--- src/rtl/jump_kinematics.sv ---
// Parabolic jump trajectory integrator: steps height/distance on each i_tick
// strobe while in flight and flags landing to the controlling FSM.
module jump_kinematics #(
  parameter int GRAV   = 1,
  parameter int DX     = 1,
  parameter int HSHIFT = 5
) (
  input  logic        clk_machine,
  input  logic        rst_machine,
  input  logic        i_tick,
  input  logic        i_en,
  input  logic [10:0] i_v_init,
  output logic [8:0]  o_height,
  output logic [10:0] o_dist,
  output logic        o_done,
  output logic        o_busy
);

  typedef enum logic [1:0] {IDLE, FLY, DONE} state_t;

  state_t             state_reg, state_next;
  logic signed [12:0] vy_reg, vy_next;
  logic signed [23:0] h_acc_reg, h_acc_next, h_sum;
  logic [11:0]        dist_acc_reg, dist_acc_next;
  logic [23:0]        h_scaled;

  always_ff @(posedge clk_machine) begin
    if (rst_machine) begin
      state_reg    <= IDLE;
      vy_reg       <= '0;
      h_acc_reg    <= '0;
      dist_acc_reg <= '0;
    end else begin
      state_reg    <= state_next;
      vy_reg       <= vy_next;
      h_acc_reg    <= h_acc_next;
      dist_acc_reg <= dist_acc_next;
    end
  end

  always_comb begin
    state_next    = state_reg;
    vy_next       = vy_reg;
    h_acc_next    = h_acc_reg;
    dist_acc_next = dist_acc_reg;
    h_sum         = h_acc_reg + 24'(vy_reg);
    case (state_reg)
      IDLE: begin
        if (i_en) begin
          state_next    = FLY;
          vy_next       = {2'b00, i_v_init};
          h_acc_next    = '0;
          dist_acc_next = '0;
        end
      end
      FLY: begin
        // Abort has priority over a landing tick in the same cycle.
        if (!i_en) begin
          state_next    = IDLE;
          vy_next       = '0;
          h_acc_next    = '0;
          dist_acc_next = '0;
        end else if (i_tick) begin
          vy_next       = vy_reg - 13'(GRAV);
          dist_acc_next = dist_acc_reg + 12'(DX);
          if (h_sum <= 24'sd0) begin
            h_acc_next = '0;
            state_next = DONE;
          end else begin
            h_acc_next = h_sum;
          end
        end
      end
      DONE: begin
        if (!i_en) state_next = IDLE;
      end
      default: state_next = IDLE;
    endcase
  end

  // h_acc is never negative while flying, so the arithmetic shift is a plain scale.
  assign h_scaled = h_acc_reg >>> HSHIFT;
  assign o_height = (state_reg != FLY) ? 9'd0 :
                    (h_scaled > 24'd511) ? 9'd511 : h_scaled[8:0];
  assign o_dist   = (dist_acc_reg > 12'd2047) ? 11'd2047 : dist_acc_reg[10:0];
  assign o_done   = (state_reg == DONE);
  assign o_busy   = (state_reg == FLY);

endmodule

--- config.mk ---
export PLATFORM = sky130hd
export DESIGN_NAME = jump_kinematics
export DESIGN_NICKNAME = d
export VERILOG_FILES = /design/src/rtl/jump_kinematics.sv
export SDC_FILE = /design/constraint.sdc
export NUM_CORES = 1
export LEC_CHECK = 0
export CAP_MARGIN = 15
export CELL_PAD_IN_SITES_DETAIL_PLACEMENT = 2
export CELL_PAD_IN_SITES_GLOBAL_PLACEMENT = 2
export CORE_ASPECT_RATIO = 1.75
export CORE_MARGIN = 2
export CORE_UTILIZATION = 31
export CTS_CLUSTER_SIZE = 25
export DETAILED_ROUTE_END_ITERATION = 8
export PLACE_DENSITY_LB_ADDON = 0.08
export SYNTH_ARGS = -nofsm -noshare
export SYNTH_HDL_FRONTEND = slang
export SYNTH_SLANG_ARGS = --single-unit
--- constraint.sdc ---
create_clock -name clk_machine -period 2.6 [get_ports clk_machine]
set_input_delay 0.52 -clock clk_machine [delete_from_list [all_inputs] [get_ports clk_machine]]
set_output_delay 0.52 -clock clk_machine [all_outputs]
set_load 0.05 [all_outputs]
==> flow_summary_export.csv <==
group,metric,value,unit
synth,postSynthNetCount,512,
synth,synth.most_common_cell,"nor2_1",
critical_path,ff2ff_setup_slack,-520,ps
drt,post_drt_via_cell_ratio,5.673,
timing,clock_skew_after_layout,17.81,ps
final_layout,filler_cell_count,1275,
synth,synth_top_cells_by_area,"dfxtp_1 (28%), ha_1 (8.5%), nor2_1 (7.3%), a21oi_1 (5.2%), xor2_1 (4.8%)",
clocking,h-tree-depth,2,
final_layout,area_growth_syn_to_layout,50.73,%
hold_path,hold_path_startpoint,"h_acc_reg[19]$_SDFFE_PP0P_",
timing,setup_violations,25,
timing,timing.final.crit_share,120.0,%
synth,netlist.top_cell.by_area,"dfxtp_1",
placed_design,placedCellCount,721,
global_routing,grt_first_pass_wirelength,25.21,mm
synth,synth_edf_count,0,
hold_path,hp-class,"reg -> reg",
die,floorplan.die_area,12750,um2
power,finalPower,2.361,mW
timing,timing.final.ws_setup,-519.4,ps
critical_path,arrival,3330,ps
power,power-per-cell-area,427.0,nW/um2
placed_design,post-dp-hpwl,12.20,mm
synth,synth.lib_cells_used.distinct,58,
critical_path,regToRegStartpoint,"vy_reg[0]$_SDFFE_PP0P_",
power,power.leakage,2.428,nW
timing,relative_slew_margins,50.30,%
drt,first_iter_violations,118,
die,number_of_placement_rows,52,
placed_design,post-place-ws,-463.5,ps
clocking,clock-root-buffer,"clkbuf_16",
timing,timing.final.max_slew_violations,0,
critical_path,critPathLaunch,"vy_reg[0]$_SDFFE_PP0P_",
die,design.core.area,11580,um2
synth,netlist_top_cells_count,"nor2_1 (71), dfxtp_1 (51), a21oi_1 (38), nand2_1 (35), ha_1 (25)",
power,p_int,1.577,mW
power,sw_frac_of_total,33.20,%
global_routing,grt_max_degree,21,
synth,async_set_or_reset_register_ratio_after_synthesis,0,%
critical_path,worst_setup_path_start_kind,"flop",
placed_design,post_dp_cell_area,5022,um2
timing,finalHoldViolCount,0,
die,die_height,147.9,um
final_layout,largest_register_ff_count,24,
drt,drtPass1Iterations,4,
timing,minimum_period_implied_by_the_final_worst_setup_slack,3119,ps
final_layout,antenna_cells_inserted,0,
clocking,clk_pin_slew_worst_paths,70,ps
final_layout,share_of_final_layout_standard_cells_stronger_than_drive_strength_1,32.89,%
placed_design,port_buffers,36,
drt,num_vias,4198,
synth,ys_warn_count,0,
timing,fmaxAchievable,320.6,MHz
die,boundaryPins,37,
clocking,tritoncts,"built",
placed_design,gp_congestion,0.8049,
synth,postSynthAreaPerCell,7.786,um2
die,die_w,86.22,um
power,power.share.sequential,35.8,%
clocking,cts_buffers,5,
timing,setup_repair_after_global_routing_missed_its_margin,"true",
clocking,cts_buffer_depth,2,
critical_path,req_time_crit_path,2810,ps
critical_path,cp_max_fo,2,
die,start_util,31.67,%
final_layout,fin_cells,740,
final_layout,finished_layout_cell_area,5528,um2
synth,sequential_area_share_after_synthesis,27.84,%
critical_path,worst_setup_path_class,"reg -> reg",
global_routing,grt_use_total,25.39,%
power,ir_drop,0.0002795,V
power,switching_power,783.6,uW
final_layout,finalNetCount,645,
drt,detail_route.wirelength,17.76,mm
run_status,run_status,"finished, violations left",
final_layout,final_core_util,47.73,%
synth,share_of_the_synthesized_area_in_the_top_cell_type,27.84,%
synth,postSynth.topFlopCell,"dfxtp_1",
power,power.share.clock,35.4,%
synth,synth_cells,471,
run_status,violations,"negative setup slack",
clocking,clk-insertion-delay-late,310,ps
power,share_comb_of_total_power,28.8,%
global_routing,via_count_of_the_first_global_routing_pass,4687,
critical_path,kind_of_capture_point_of_the_worst_setup_path,"flop",
drt,drc,0,
timing,tightestPinTransition,742.7,ps
clocking,cts_sinks,51,
synth,postSynthRegisterBits,51,
drt,post_drt_wl_per_cell,24.00,um
global_routing,grt_overflow_total,0,
synth,netlist_area,3667,um2
drt,antenna_left,0,
job,cap_violations,0,
global_routing,antenna_found_initial,0,
==> stage by stage <==
stage               hold slack (ps)  setup TNS (ps)
detailed placement            497.1           -9901
floorplan                     446.5          -204.5
global route                  527.1           -7707
finish                        503.5           -4548
global placement              471.9           -7419
CTS                           511.2          -644.2
==> path summary, 6_finish.rpt <==
check,to,cells past startpoint
setup reg to reg,state_reg[1]$_SDFFE_PP0P_,11
hold / removal,h_acc_reg[19]$_SDFFE_PP0P_,2
setup / recovery,state_reg[1]$_SDFFE_PP0P_,11
hold reg to reg,h_acc_reg[19]$_SDFFE_PP0P_,2
==> power groups by stage <==
stage	registers, mW	logic (mW)	clock network [mW]
finish	0.844	0.681	0.836
global route	0.846	0.730	0.868
CTS	0.838	0.646	0.816
detailed placement	0.854	0.605	0
global placement	0.852	0.580	0
floorplan	0.851	0.314	0
==> final cells by class <==
class | count | area [um2] | share of cell area, %
Multi-Input combinational cell | 386 | 2751 | 49.77
Timing Repair Buffer | 152 | 1364 | 24.67
Sequential cell | 51 | 1040 | 18.81
Tap cell | 135 | 168.9 | 3.056
Clock buffer | 6 | 138.9 | 2.512
Clock inverter | 2 | 35.03 | 0.6338
Inverter | 8 | 30.03 | 0.5432
==> routing by layer <==
metal,part of all wire [%],up-vias,GRT usage [%]
li1,-,1971,-
met1,36,2116,25.46
met2,59,70,52.40
met3,1.6,41,2.233
met4,4.0,0,7.969
met5,0,-,0
==> cells by family after synthesis <==
group | after synthesis | synth area share [%]
mux | 1 | 0.2730
buf+inv | 34 | 3.890
fa+ha+maj | 26 | 9.075
flops | 51 | 27.84
compound gates | 137 | 26.17
xor+xnor | 34 | 8.120
simple gates | 188 | 24.63
==> critical path, stage by stage, from the launching register on <==
cell	delay, ps
dfxtp_2	340
ha_4	160
fa_2	360
a211oi_2	260
nor2_1	100
xor2_1	170
or4_1	450
or4_4	450
nor2_4	100
and4bb_1	260
nand4_1	130
a21oi_1	240
==> repair_timing <==
item,4_1_cts,5_1_grt
gates resized for setup,25,22
buffers inserted,4,7
hold buffers,0,0
endpoints found under the setup margin,25,26
pin swaps,17,12
==> cells in the final DEF (no fill, tap or decap), drive strengths merged, types with 8 or more instances in the layout <==
master / netlist / routed
nand2: 35 / 35
nand3: 14 / 14
nand4: 10 / 10
xor2: 20 / 20
nor3: 13 / 13
a22o: 19 / 19
or2: 11 / 11
a21oi: 42 / 42
ha: 25 / 25
dfxtp: 51 / 51
a21o: 11 / 11
clkdlybuf4s50: 0 / 26
xnor2: 14 / 14
nor2: 71 / 71
buf: 2 / 126
inv: 8 / 8
o21ai: 23 / 23
(Power assumes the default switching activity.)
